===== src/rtl/piso_serializer.sv =====
// piso_serializer
//   Parallel-in serial-out transmitter. Words arrive on a valid/ready
//   handshake into a one-word holding buffer. From there they are moved into a
//   shift register and sent one bit per clock. frame_start marks the first bit
//   of a word and frame_end marks the last. The holding buffer refills while a
//   word is shifting, so consecutive words leave with no idle cycle between them.
//
// Parameters
//   WIDTH      word width in bits (>= 2)
//   MSB_FIRST  1: bit WIDTH-1 goes out first, 0: bit 0 goes out first
//
// Ports
//   clk          rising-edge clock
//   reset        asynchronous active-low reset
//   in           parallel word to transmit
//   in_valid     in holds a word
//   in_ready     holding buffer empty, a word can be accepted (from state)
//   ser_out      serial data bit (registered)
//   ser_valid    ser_out carries a bit (registered)
//   frame_start  first bit of a word (registered)
//   frame_end    last bit of a word (registered)
//   busy         holding buffer full or a word is shifting (from state)
module piso_serializer #(
  parameter int WIDTH     = 4,
  parameter bit MSB_FIRST = 1'b1
) (
  input  logic             clk,
  input  logic             reset,
  input  logic [WIDTH-1:0] in,
  input  logic             in_valid,
  output logic             in_ready,
  output logic             ser_out,
  output logic             ser_valid,
  output logic             frame_start,
  output logic             frame_end,
  output logic             busy
);

  localparam int CW = $clog2(WIDTH);
  localparam logic [CW-1:0] LAST_IDX = CW'(WIDTH - 1);

  typedef enum logic [0:0] {
    IDLE  = 1'b0,
    SHIFT = 1'b1
  } state_t;

  state_t           state, state_n;
  logic [WIDTH-1:0] hold, hold_n;
  logic             hold_full, hold_full_n;
  logic [WIDTH-1:0] shreg, shreg_n;
  logic [CW-1:0]    cnt, cnt_n;
  logic             ser_out_n, frame_start_n, frame_end_n;
  logic             transfer, accept;
  logic [CW-1:0]    cnt_inc;
  logic [WIDTH-1:0] shifted;

  // The bit that leads a word on the wire, for the configured bit order.
  function automatic logic lead_bit(input logic [WIDTH-1:0] w);
    if (MSB_FIRST) begin
      return w[WIDTH-1];
    end else begin
      return w[0];
    end
  endfunction

  assign in_ready  = ~hold_full;
  assign ser_valid = (state == SHIFT);
  assign busy      = hold_full | (state == SHIFT);

  // Handshake, transfer and shift decisions, plus next values of all state.
  always_comb begin
    state_n       = state;
    hold_n        = hold;
    hold_full_n   = hold_full;
    shreg_n       = shreg;
    cnt_n         = cnt;
    ser_out_n     = ser_out;
    frame_start_n = frame_start;
    frame_end_n   = frame_end;

    // A held word moves out when the line is idle or the current word is on its last bit.
    transfer = hold_full && ((state == IDLE) || frame_end);
    accept   = in_valid && !hold_full;
    cnt_inc  = cnt + CW'(1);

    // The shift register is moved so the next bit to send sits in the lead position.
    if (MSB_FIRST) begin
      shifted = {shreg[WIDTH-2:0], 1'b0};
    end else begin
      shifted = {1'b0, shreg[WIDTH-1:1]};
    end

    // Holding buffer. Accept and transfer never happen together because accept needs hold empty.
    if (transfer) begin
      hold_full_n = 1'b0;
    end else if (accept) begin
      hold_n      = in;
      hold_full_n = 1'b1;
    end else begin
      hold_full_n = hold_full;
    end

    case (state)
      IDLE: begin
        if (transfer) begin
          state_n       = SHIFT;
          shreg_n       = hold;
          ser_out_n     = lead_bit(hold);
          cnt_n         = '0;
          frame_start_n = 1'b1;
          frame_end_n   = 1'b0;
        end else begin
          state_n = IDLE;
        end
      end
      SHIFT: begin
        if (transfer) begin
          // Back-to-back frame: the next word follows the last bit directly.
          state_n       = SHIFT;
          shreg_n       = hold;
          ser_out_n     = lead_bit(hold);
          cnt_n         = '0;
          frame_start_n = 1'b1;
          frame_end_n   = 1'b0;
        end else if (frame_end) begin
          state_n       = IDLE;
          shreg_n       = '0;
          ser_out_n     = 1'b0;
          cnt_n         = '0;
          frame_start_n = 1'b0;
          frame_end_n   = 1'b0;
        end else begin
          state_n       = SHIFT;
          shreg_n       = shifted;
          ser_out_n     = lead_bit(shifted);
          cnt_n         = cnt_inc;
          frame_start_n = 1'b0;
          frame_end_n   = (cnt_inc == LAST_IDX);
        end
      end
      default: begin
        state_n       = IDLE;
        shreg_n       = '0;
        ser_out_n     = 1'b0;
        cnt_n         = '0;
        frame_start_n = 1'b0;
        frame_end_n   = 1'b0;
      end
    endcase
  end

  // State and output registers. Reset drops everything, which discards partial and held words.
  always_ff @(posedge clk or negedge reset) begin
    if (!reset) begin
      state       <= IDLE;
      hold        <= '0;
      hold_full   <= 1'b0;
      shreg       <= '0;
      cnt         <= '0;
      ser_out     <= 1'b0;
      frame_start <= 1'b0;
      frame_end   <= 1'b0;
    end else begin
      state       <= state_n;
      hold        <= hold_n;
      hold_full   <= hold_full_n;
      shreg       <= shreg_n;
      cnt         <= cnt_n;
      ser_out     <= ser_out_n;
      frame_start <= frame_start_n;
      frame_end   <= frame_end_n;
    end
  end

endmodule


===== config.mk =====
export PLATFORM = sky130hd
export DESIGN_NAME = piso_serializer
export DESIGN_NICKNAME = d
export VERILOG_FILES = /design/src/rtl/piso_serializer.sv
export SDC_FILE = /design/constraint.sdc
export NUM_CORES = 1
export LEC_CHECK = 0
export BUFFER_PORTS_ARGS = -buffer_cell sky130_fd_sc_hd__buf_4
export CORE_UTILIZATION = 38
export CTS_CLUSTER_DIAMETER = 40
export CTS_CLUSTER_SIZE = 25
export DETAILED_ROUTE_END_ITERATION = 10
export GPL_TIMING_DRIVEN = 0
export PLACE_DENSITY = 0.62
export SLEW_MARGIN = 20
export SYNTH_ARGS = -nofsm -noshare
export SYNTH_HDL_FRONTEND = slang
export SYNTH_SLANG_ARGS = --single-unit

===== constraint.sdc =====
create_clock -name clk -period 3.55 [get_ports clk]
set_clock_uncertainty 0.1 [all_clocks]
set_input_delay 0.71 -clock clk [delete_from_list [all_inputs] [get_ports clk]]
set_output_delay 0.71 -clock clk [all_outputs]
set_load 0.01 [all_outputs]

==> summary by stage, run 1 <==
Run status
The flow ran to the end, and the final reports show no timing, DRC or antenna violations.

Timing
Setup repair after global routing left no endpoint under its margin. For the pin with the worst max-slew slack, the measured transition is 257 ps. In the finished design, the share of the clock period the worst path needs comes to 57.0%. Setup violations remaining at the end of the flow were counted as 0. Based on the critical path, the design can be clocked at up to 494 MHz. The slack of the critical path is 1530 ps. Headroom to the max-slew limit came out at 82.8%. The number of pins exceeding their max-slew limit in the final report was 0. The number of endpoints with negative hold slack in the final report is 0.

The setup TNS is 0 ps. The shortest period the worst path allows is 2020 ps.

Cells and area
The total number of nets in the final design is 70. Leaving out fill and tap cells, the most frequent cell in the layout is sky130_fd_sc_hd__dfrtp_1. The post-route netlist has 40.0% of its cells at a drive strength greater than 1.

The post-layout instance area is 746 µm². The library cells used most frequently in the layout, excluding fill and tap cells, are sky130_fd_sc_hd__dfrtp_1, sky130_fd_sc_hd__buf_4, sky130_fd_sc_hd__inv_1, sky130_fd_sc_hd__mux2_2. The final antenna diode count is 0. The end-of-flow core utilization is 49.5%. The synthesis-to-layout area growth is 21.6%.

Route
After detailed routing, the average wire length per cell comes to 12.9 µm. For this block, the via count after detailed routing is 402. Wires add up to 981 µm. The detailed-route DRC error count is 0. The first routing iteration left 2 violations. The first-pass iteration count of the detailed router is 2. Using the TritonRoute via totals, the vias-per-cell ratio works out to 5.29.

Once detail routing completed, the nets flagged for antenna violations numbered 0.

Setup path
The worst register-to-register path ends at shreg[1]. The critical path startpoint category is a flip-flop. The slowest stage of the critical path is the sky130_fd_sc_hd__dfrtp_1 cell. The number of cells on the critical path is 4.

Along the worst path, the maximum fanout reaches 10. The worst setup slack for register-to-register paths is 2330 ps. The worst setup path is of the flip-flop to output port kind. The critical path starts at hold_full. Traced cell by cell, the critical path runs through buf_2, nor2_4, inv_1, buf_4. Counting both buffers and inverters, the worst setup path holds a total of 3.

The critical path ends at busy. The type of destination of the critical path is an output port. The startpoint identified for the worst register-to-register timing path is ser_valid. For the worst flop-to-flop path, the logic depth is 3. The peak per-stage delay on the critical path is 390 ps. The worst endpoint required time is 2740 ps. At the worst endpoint, the arrival time is 1210 ps. In this design, the largest share of critical-path delay is due to buffers and inverters.

Placed design
The count of buffers added on input and output ports is 12. The estimated wirelength of the detail-placed design is 707 µm. At the end of routability-driven placement, the weighted congestion stood at 0.651. The instance area after placement is 723 µm². The post-placement worst setup slack is 1820 ps.

Power
The internal portion of the total power is 407 µW. Combinational cells account for 43.1% of the total power. The net switching power of the design is 209 µW. Per report_power, the sequential group accounts for 43.1% of the total. The static leakage power is 0.355 nW. The clock network fraction of design power is 13.9%. The switching power as a share of total power is 33.9%. The largest voltage drop on the vdd net is 0.000401 V. Dividing total power by cell area gives a power density of 827 mW/mm².

Job
The max-cap check violation count is 0.

Clocking
The number of instances resized during post-cts repair is 0. The later pin in the worst-skew pair is clocked with a latency of 270 ps. The tree built by TritonCTS fans out to 14 sinks. The CTS tree is done.

In this run the clock root is driven by a sky130_fd_sc_hd__clkbuf_4. In this run the deepest clock path goes through 2 buffers. The number of buffers created by CTS is 3.

The deepest level of the CTS H-tree is 1. The setup fix buffers added after clock tree synthesis is 0. The clock slew at the register clock pins of the worst setup and hold paths is 80 ps. For this design, the CTS-stage hold fixing added 0 buffers.

Die
The die covers 0.00178 mm². The total area inside the core boundary comes to 0.00151 mm². Once the floorplan was initialized, standard cells occupied 40.7% of the core. The count of standard-cell rows is 14. The I/O pin count is 13. The die is 42.2 µm wide. The floorplan step set the die height to 42.2 µm.

Synth
The number of different library cells used by synthesis comes to 20. The register bit count reported by yosys is 14. The synthesized net count is 53.

Averaged over all synthesized cells, the footprint is 13.6 µm². The number of warnings printed during yosys synthesis is 0. In the synthesized netlist, the number of instances is 45. The post-synthesis sequential area ratio is 57.1%. In this run the cell area of the synthesized design comes to 613 µm².

Global routing
The maximum number of pins on one net before global-route repair is 15. Summed over all layers, the global routing overflow is 0. The number of global-route vias before repair was 374.

The initial antenna violation count is 0. For this run, the total global-route usage over all layers was measured as 12.9%. The first global-routing pass estimated 1620 µm of wire.

Hold path
The worst hold path belongs to the class input pin to async pin.
[stage by stage]
| stage | hold WS, ps | total power [mW] | instances |
|---|---|---|---|
| floorplan | 314 | 0.454 | 45 |
| global placement | 361 | 0.531 | 73 |
| detailed placement | 366 | 0.541 | 73 |
| CTS | 168 | 0.627 | 76 |
| global route | 174 | 0.662 | 76 |
| finish | 166 | 0.616 | 76 |
[metal layers]
metal  vias to the layer above  GRT usage [%]  share of wire (%)
met4                         0           13.1                3.4
li1                        196              -                  -
met1                       191           15.7                 46
met5                         -              0                  0
met3                         4           2.59                5.0
met2                        11           18.2                 46
[layout make-up]
| class | count | area (µm²) |
|---|---|---|
| Clock buffer | 3 | 22.5 |
| Timing Repair Buffer | 12 | 90.1 |
| Buffer | 2 | 16.3 |
| Sequential cell | 14 | 350 |
| Inverter | 4 | 15.0 |
| Tap cell | 16 | 20.0 |
| Multi-Input combinational cell | 25 | 231 |
| Fill cell | 149 | 761 |
[power by group through the flow]
stage	sequential [mW]	combinational, mW	clock, mW
6_report	0.266	0.265	0.0855
5_1_grt	0.274	0.293	0.0948
4_1_cts	0.267	0.272	0.0889
3_5_place_dp	0.270	0.271	0
3_3_place_gp	0.268	0.263	0
2_1_floorplan	0.268	0.186	0
[synthesized netlist by cell type]
cell | number | area share [%]
sky130_fd_sc_hd__a21o_1 | 1 | 1.2
sky130_fd_sc_hd__a22o_1 | 1 | 1.4
sky130_fd_sc_hd__a311o_1 | 3 | 4.9
sky130_fd_sc_hd__a32o_1 | 1 | 1.6
sky130_fd_sc_hd__and3b_1 | 3 | 4.3
sky130_fd_sc_hd__buf_2 | 1 | 0.82
sky130_fd_sc_hd__buf_6 | 1 | 1.8
sky130_fd_sc_hd__dfrtp_1 | 14 | 57
sky130_fd_sc_hd__ha_1 | 1 | 2.0
sky130_fd_sc_hd__inv_1 | 4 | 2.4
sky130_fd_sc_hd__mux2_2 | 4 | 7.3
sky130_fd_sc_hd__mux2i_1 | 1 | 1.6
sky130_fd_sc_hd__nand2_1 | 1 | 0.61
sky130_fd_sc_hd__nand2b_4 | 1 | 2.2
sky130_fd_sc_hd__nor2_4 | 1 | 1.8
sky130_fd_sc_hd__nor2b_1 | 1 | 1.0
sky130_fd_sc_hd__nor2b_2 | 1 | 1.4
sky130_fd_sc_hd__nor3b_1 | 3 | 3.7
sky130_fd_sc_hd__o22ai_1 | 1 | 1.0
sky130_fd_sc_hd__o2bb2ai_1 | 1 | 1.4
[logic make-up after synthesis]
| group | Yosys count | share of synthesized area (%) |
|---|---|---|
| compound gates | 8 | 11.6 |
| fa+ha+maj | 1 | 2.04 |
| buf+inv | 6 | 5.10 |
| flops | 14 | 57.1 |
| mux | 5 | 8.98 |
| simple gates | 11 | 15.1 |
[worst min-delay path by stage]
| stage | cells after the start | end | start |
|---|---|---|---|
| 4_1_cts | 1 | hold[3] | reset |
| 2_1_floorplan | 0 | cnt[0] | reset |
| 6_report | 1 | hold[3] | reset |
| 3_5_place_dp | 1 | cnt[0] | cnt[0] |
| 3_3_place_gp | 1 | cnt[0] | cnt[0] |
| 5_1_grt | 1 | frame_start | reset |
[state kept, by name (all words and copies together), names as in the netlist]
| name | cells |
|---|---|
| cnt | 2 |
| frame_end | 1 |
| frame_start | 1 |
| hold | 4 |
| hold_full | 1 |
| ser_out | 1 |
| ser_valid | 1 |
| shreg | 3 |
Power figures use the tool's default switching activity.
==> inputs of run 2 (changes only) <==
--- a/config.mk
+++ b/config.mk
@@ -11,7 +11,7 @@
 export CTS_CLUSTER_SIZE = 25
 export DETAILED_ROUTE_END_ITERATION = 10
 export GPL_TIMING_DRIVEN = 0
-export PLACE_DENSITY = 0.62
+export PLACE_DENSITY = 0.64
 export SLEW_MARGIN = 20
 export SYNTH_ARGS = -nofsm -noshare
 export SYNTH_HDL_FRONTEND = slang
==> constraint.sdc (replaced) <==
create_clock -name clk -period 1.75 [get_ports clk]
set_clock_uncertainty 0.1 [all_clocks]
set_input_delay 0.35 -clock clk [delete_from_list [all_inputs] [get_ports clk]]
set_output_delay 0.35 -clock clk [all_outputs]
set_load 0.01 [all_outputs]
==> summary by stage, run 2 (synthesis results as in run 1) <==
Run status
Status: finished clean (unchanged).

Setup path
The peak per-stage delay on the critical path came to 390 ps (about the same). The critical path startpoint category is a flip-flop (unchanged). The slowest stage cell on the critical path is sky130_fd_sc_hd__dfrtp_1 (unchanged).

The critical path data arrival time was 1220 ps (was 1210 ps). The worst endpoint required time was 1300 ps (was 2740 ps). The critical register-to-register path startpoint is ser_valid (unchanged). The number of buffers and inverters on the critical path was 3 (unchanged).

List of cells traversed by the critical path: buf_2, nor2_4, inv_1, buf_4 (unchanged). The logic depth of the worst register-to-register path came to 3 (unchanged). The largest fanout on the critical path is 10 (unchanged). The worst setup slack for register-to-register paths is 520 ps (was 2330 ps).

The cell family with the largest share of critical-path delay was buffers and inverters (unchanged). The reg-to-reg endpoint is shreg[1] (unchanged). The type of destination of the critical path is an output port (unchanged). The path type of the worst setup path is flip-flop to output port (unchanged).

Die
The count of standard-cell rows was 14 (unchanged). The die outline width is 42.2 µm (unchanged). The initial cell density of the core is 40.7% (unchanged). The total core area is 0.00151 mm² (unchanged). The I/O pin count is 13 (unchanged).

The vertical die dimension came to 42.2 µm (unchanged). The overall die area is 0.00178 mm² (unchanged).

Hold path
The worst hold path begins at in[3]. The worst min-delay path class is input pin to flip-flop (was input pin to async pin). The path with the worst hold slack has its endpoint at hold[3]. The worst hold path passes through 2 cells.

Placed design
The instance area after placement came to 723 µm² (unchanged). The port buffer count is 12 (unchanged). The placed cell count came to 73 (unchanged). The final weighted congestion in routability-driven placement is 0.655 (was 0.651). The estimated wirelength of the detail-placed design came to 693 µm (was 707 µm).

Clocking
The CTS tree is done (unchanged). The worst-skew pair later-pin latency is 270 ps (about the same). The number of buffers inserted by hold repair at cts is 1 (was 0). The setup fix buffers added after clock tree synthesis is 0 (unchanged). The number of buffers created by CTS is 3 (unchanged). The clock root buffer master is sky130_fd_sc_hd__clkbuf_4 (unchanged). The clock net sink count came to 14 (unchanged). The worst-case clock buffer depth is 2 (unchanged). The deepest level of the CTS H-tree came to 1 (unchanged).

The number of instances resized during post-cts repair is 0 (unchanged). The clock slew at the register clock pins of the worst setup and hold paths is 80 ps (about the same).

Route
The number of design-rule violations left by the first detailed-router iteration is 6 (was 2). The via density per instance is 5.22 (was 5.29). The wire length reported by the detailed router is 980 µm (was 981 µm).

The detailed-route DRC error count was 0 (unchanged). The residual antenna-violating net count after detailed routing was 0 (unchanged). The first-pass iteration count of the detailed router is 4 (was 2). The routed via count is 402 (unchanged). The final routed wire length divided by cell count is 12.7 µm (was 12.9 µm).

Cells and area
The total number of nets in the final design is 71 (was 70). The total area of multi-input combinational cells is 231 µm² (unchanged). The area taken by flip-flops and latches is 350 µm² (unchanged). Registers with the most flip-flops: hold: 4 flops, shreg: 3 flops, cnt: 2 flops (unchanged). The post-layout instance area came to 756 µm² (was 746 µm²). The final antenna diode count is 0 (unchanged).

The synthesis-to-layout area growth is 23.3% (was 21.6%). The share of post-route cells with drive strength above 1 is 39.3% (was 40.0%). The final non-filler cell total came to 77 (was 76).

Commonest non-fill, non-tap cells in the layout: sky130_fd_sc_hd__dfrtp_1, sky130_fd_sc_hd__buf_4, sky130_fd_sc_hd__inv_1, sky130_fd_sc_hd__mux2_2 (unchanged). The end-of-flow core utilization was 50.2% (was 49.5%). The most common library cell in the layout ignoring fill and taps is sky130_fd_sc_hd__dfrtp_1 (unchanged). The number of fill cells was 144 (was 149). The top register by number of flip-flops is hold (unchanged).

The number of flip-flops under the largest register name is 4 (unchanged).

Power
The static leakage power is 0.359 nW (was 0.355 nW). The largest voltage drop on the vdd net is 0.000694 V (was 0.000401 V). The net switching power of the design was 427 µW (was 209 µW). The total power draw is 1.25 mW (was 616 µW).

The clock network fraction of design power is 13.7% (was 13.9%). The fraction of power consumed by sequential logic is 43.3% (was 43.1%). The total power per unit cell area was 1660 mW/mm² (was 827 mW/mm²). The switching power as a share of total power is 34.0% (was 33.9%). The internal power consumption is 827 µW (was 407 µW). The fraction of power consumed by combinational cells is 42.9% (was 43.1%).

Timing
The count of final setup violators is 0 (unchanged). The setup TNS came to 0 ps (unchanged). The number of endpoints with negative hold slack in the final report is 0 (unchanged). The slew of the pin with the lowest slew margin is 269 ps (was 257 ps). Derived from the worst setup path, the maximum achievable clock frequency is 599 MHz.

The relative max-transition margin is 82.0% (was 82.8%). The final critical path takes up 95.4% of the cycle. The shortest period the worst path allows is 1670 ps.

RSZ-0062 raised after global routing: no (unchanged). The number of pins exceeding their max-slew limit in the final report is 0 (unchanged).

Global routing
The number of global-route vias before repair is 393 (was 374). The global-route wire length before repair was 1660 µm (was 1620 µm). The initial antenna violation count came to 0 (unchanged). The global-route usage over all layers is 12.8% (was 12.9%). The maximum number of pins on one net before global-route repair is 15 (unchanged). The sum of overflow across all layers after global routing was 0 (unchanged).

Job
The max-cap check violation count was 0 (unchanged).
[run 2: through the flow]
stage               worst slack, ps  hold slack [ps]
finish                         79.9              205
CTS                            67.2              198
floorplan                       525            -45.6
detailed placement              376              108
global route                   2.71              193
global placement                392              108
[run 2: area by class of cell]
cell class / count / area share, %
timing repair buffer: 13 / 13.2
tap: 16 / 2.65
buffer: 2 / 2.15
inverter: 4 / 1.99
multi-input combinational: 25 / 30.6
clock buffer: 3 / 2.98
sequential: 14 / 46.4
[run 2: worst max-delay path by stage]
stage | start | end | slack [ps] | depth (start not counted)
after floorplan | ser_valid | shreg[1] | 520 | 3
after global placement | hold_full | busy | 390 | 4
after detailed placement | hold_full | busy | 380 | 4
after CTS | hold_full | busy | 70 | 4
after global routing | hold_full | busy | 3 | 4
final | hold_full | busy | 80 | 4
[run 2: power groups by stage]
stage / Sequential [mW] / Combinational [mW] / Clock (mW)
2_1_floorplan: 0.543 / 0.377 / 0
3_3_place_gp: 0.545 / 0.532 / 0
3_5_place_dp: 0.551 / 0.542 / 0
4_1_cts: 0.544 / 0.545 / 0.179
5_1_grt: 0.560 / 0.598 / 0.193
6_report: 0.543 / 0.538 / 0.172
[run 2: metal layers]
layer / vias up / GRT usage, % / routed length (µm)
li1: 195 / - / -
met1: 196 / 15.1 / 444
met2: 9 / 20.3 / 479
met3: 2 / 2.59 / 48
met4: 0 / 9.38 / 6
met5: - / 0 / 0
[run 2: worst register-to-register path, delay by kind of cell, from the launching register on]
| family | cells | cell delay, ps |
|---|---|---|
| buffers and inverters | 1 | 150 |
| and+or+nand+nor | 1 | 170 |
| AOI/OAI and AO/OA | 1 | 310 |
| DFF | 1 | 390 |
==> inputs of run 3 (changes only) <==
--- a/config.mk
+++ b/config.mk
@@ -6,12 +6,14 @@
 export NUM_CORES = 1
 export LEC_CHECK = 0
 export BUFFER_PORTS_ARGS = -buffer_cell sky130_fd_sc_hd__buf_4
-export CORE_UTILIZATION = 38
+export CELL_PAD_IN_SITES_DETAIL_PLACEMENT = 1
+export CELL_PAD_IN_SITES_GLOBAL_PLACEMENT = 1
+export CORE_UTILIZATION = 36
 export CTS_CLUSTER_DIAMETER = 40
 export CTS_CLUSTER_SIZE = 25
 export DETAILED_ROUTE_END_ITERATION = 10
 export GPL_TIMING_DRIVEN = 0
-export PLACE_DENSITY = 0.64
+export PLACE_DENSITY = 0.73
 export SLEW_MARGIN = 20
 export SYNTH_ARGS = -nofsm -noshare
 export SYNTH_HDL_FRONTEND = slang
==> summary by stage, run 3 (synthesis results as in run 1) <==
Run status
Status: finished clean (unchanged).

Timing
The slack of the critical path is 108 ps (was 79.9 ps). The part of the cycle the worst path needs is 93.8% (was 95.4%). The setup TNS is 0 ps (unchanged). The number of endpoints with negative hold slack in the final report is 0 (unchanged).

RSZ-0062 raised after global routing: no (unchanged). The slew of the pin with the lowest slew margin is 265 ps (was 269 ps). The fmax is 609 MHz (was 599 MHz). The count of final setup violators is 0 (unchanged). The shortest period the worst path allows was 1640 ps (was 1670 ps). The relative max-transition margin is 82.2% (was 82.0%).

The final-layout worst hold slack is 203 ps (was 205 ps). The number of pins exceeding their max-slew limit in the final report is 0 (unchanged).

Power
The total power per unit cell area came to 1690 mW/mm² (was 1660 mW/mm²). The largest voltage drop on the vdd net is 0.000774 V (was 0.000694 V). The static leakage power came to 0.383 nW (was 0.359 nW).

Cells and area
The top register by number of flip-flops is hold (unchanged). The total number of nets in the final design is 74 (was 71). The most common library cell in the layout ignoring fill and taps is sky130_fd_sc_hd__buf_4 (was sky130_fd_sc_hd__dfrtp_1). Registers with the most flip-flops: hold: 4 flops, shreg: 3 flops, cnt: 2 flops (unchanged). The number of fill cells is 163 (was 144). The final antenna diode count was 0 (unchanged). The number of flip-flops under the largest register name is 4 (unchanged).

Commonest non-fill, non-tap cells in the layout: sky130_fd_sc_hd__buf_4, sky130_fd_sc_hd__dfrtp_1, sky130_fd_sc_hd__clkbuf_4, sky130_fd_sc_hd__inv_1, sky130_fd_sc_hd__mux2_2 (was sky130_fd_sc_hd__dfrtp_1, sky130_fd_sc_hd__buf_4, sky130_fd_sc_hd__inv_1, sky130_fd_sc_hd__mux2_2). The share of post-route cells with drive strength above 1 is 43.1% (was 39.3%). The synthesis-to-layout area growth was 29.6% (was 23.3%).

Global routing
The global-route wire length before repair is 1860 µm (was 1660 µm). The global routing met1 resource utilization is 16.8% (was 15.1%). The initial antenna violation count was 0 (unchanged). The global-route usage over all layers is 13.7% (was 12.8%). The number of global-route vias before repair is 425 (was 393). The met3 global-route usage was 5.11% (was 2.59%). The maximum number of pins on one net before global-route repair is 15 (unchanged).

The met2 global-route usage is 21.5% (was 20.3%). The layer carrying the most global-route usage is met2 (unchanged). The sum of overflow across all layers after global routing is 0 (unchanged).

Setup path
The critical path data arrival time is 1190 ps (was 1220 ps). The largest fanout on the critical path is 10 (unchanged). The path type of the worst setup path is flip-flop to output port (unchanged).

The critical register-to-register path startpoint is ser_valid (unchanged). The critical path startpoint category was a flip-flop (unchanged). The type of destination of the critical path is an output port (unchanged). The launching element of the worst setup path was hold_full (unchanged). The worst endpoint required time is 1300 ps (about the same).

Route
The final routed wire length divided by cell count is 13.3 µm (was 12.7 µm). The residual antenna-violating net count after detailed routing was 0 (unchanged). The via density per instance is 5.28 (was 5.22). The first-pass iteration count of the detailed router is 1 (was 4).

The number of design-rule violations left by the first detailed-router iteration is 0 (was 6). The wire length reported by the detailed router came to 1080 µm (was 980 µm). The routed via count is 428 (was 402). The detailed-route DRC error count is 0 (unchanged).

Die
The count of standard-cell rows is 14 (unchanged). The initial cell density of the core is 39.8% (was 40.7%). The overall die area is 0.00187 mm² (was 0.00178 mm²). The total core area is 0.00154 mm² (was 0.00151 mm²). The die outline width is 43.3 µm (was 42.2 µm).

The vertical die dimension is 43.3 µm (was 42.2 µm). The I/O pin count is 13 (unchanged).

Placed design
The estimated wirelength of the detail-placed design is 784 µm (was 693 µm). The port buffer count is 12 (unchanged). The post-placement worst setup slack is 377 ps (was 376 ps). The final weighted congestion in routability-driven placement is 0.670 (was 0.655).

Clocking
The deepest level of the CTS H-tree is 1 (unchanged). The clock slew at the register clock pins of the worst setup and hold paths is 80 ps (about the same). The number of buffers created by CTS is 3 (unchanged). The worst-case clock buffer depth is 2 (unchanged). The clock net sink count is 14 (unchanged). The clock root buffer master is sky130_fd_sc_hd__clkbuf_4 (unchanged). The CTS tree was done (unchanged).

The worst-skew pair later-pin latency is 270 ps (about the same).

Hold path
The hold path startpoint is in[1] (was in[3]). The worst min-delay path class was input pin to flip-flop (unchanged).

Job
The max-cap check violation count is 0 (unchanged).
## run 3: cell types whose count changed in the layout (fill, tap and decap cells not counted), sizes merged
| cell | delta |
|---|---|
| clkbuf | +2 |
| buf | +2 |
## run 3: layout make-up
type / instances / area, µm² / area share, %
inverters: 4 / 15.0 / 1.89
flip-flops and latches: 14 / 350 / 44.1
multi-input cells: 25 / 231 / 29.1
repair buffers: 16 / 123 / 15.4
clock buffers: 4 / 36.3 / 4.57
well taps: 16 / 20.0 / 2.52
plain buffers: 2 / 18.8 / 2.36
## run 3: worst paths after layout
| check | to | slack [ps] | cells after the start |
|---|---|---|---|
| min in group asynchronous | ser_out | 360 | 2 |
| hold / removal | hold[1] | 200 | 2 |
| max in group asynchronous | shreg[0] | 1030 | 2 |
| setup / recovery | busy | 110 | 4 |
| setup reg to reg | shreg[1] | 530 | 3 |
| hold reg to reg | cnt[0] | 380 | 1 |
## run 3: stage by stage
stage,std cells,total power [mW],util (%),instance area (µm²)
after floorplan,45,0.920,-,613
after detailed placement,73,1.10,46.9,723
after global routing,81,1.45,51.5,795
after CTS,78,1.34,49.9,769
final,81,1.34,51.5,795
after global placement,73,1.08,46.9,723
## run 3: power by group
group          switching [mW]  internal, mW
clock network          0.0994         0.126
registers              0.0800         0.462
logic                   0.261         0.313
total                   0.441         0.901
## run 3: routing by layer
metal	part of all wire, %	up-vias
met5	0	-
met4	1.3	0
met3	4.9	2
met2	50	11
met1	43	212
li1	-	203
## run 3: timing repair
| item | in CTS | in global routing |
|---|---|---|
| hold endpoints to repair | 14 | 0 |
| hold buffers | 1 | 0 |
| resized for setup | 0 | 1 |
| setup endpoints to repair | 0 | 1 |
| buffers inserted | 0 | 3 |
## run 3: critical path, cell delays in order, from the launching register on
cell,delay (ps)
sky130_fd_sc_hd__dfrtp_1,390
sky130_fd_sc_hd__clkbuf_4,200
sky130_fd_sc_hd__nor2_4,130
sky130_fd_sc_hd__inv_1,60
sky130_fd_sc_hd__buf_4,140
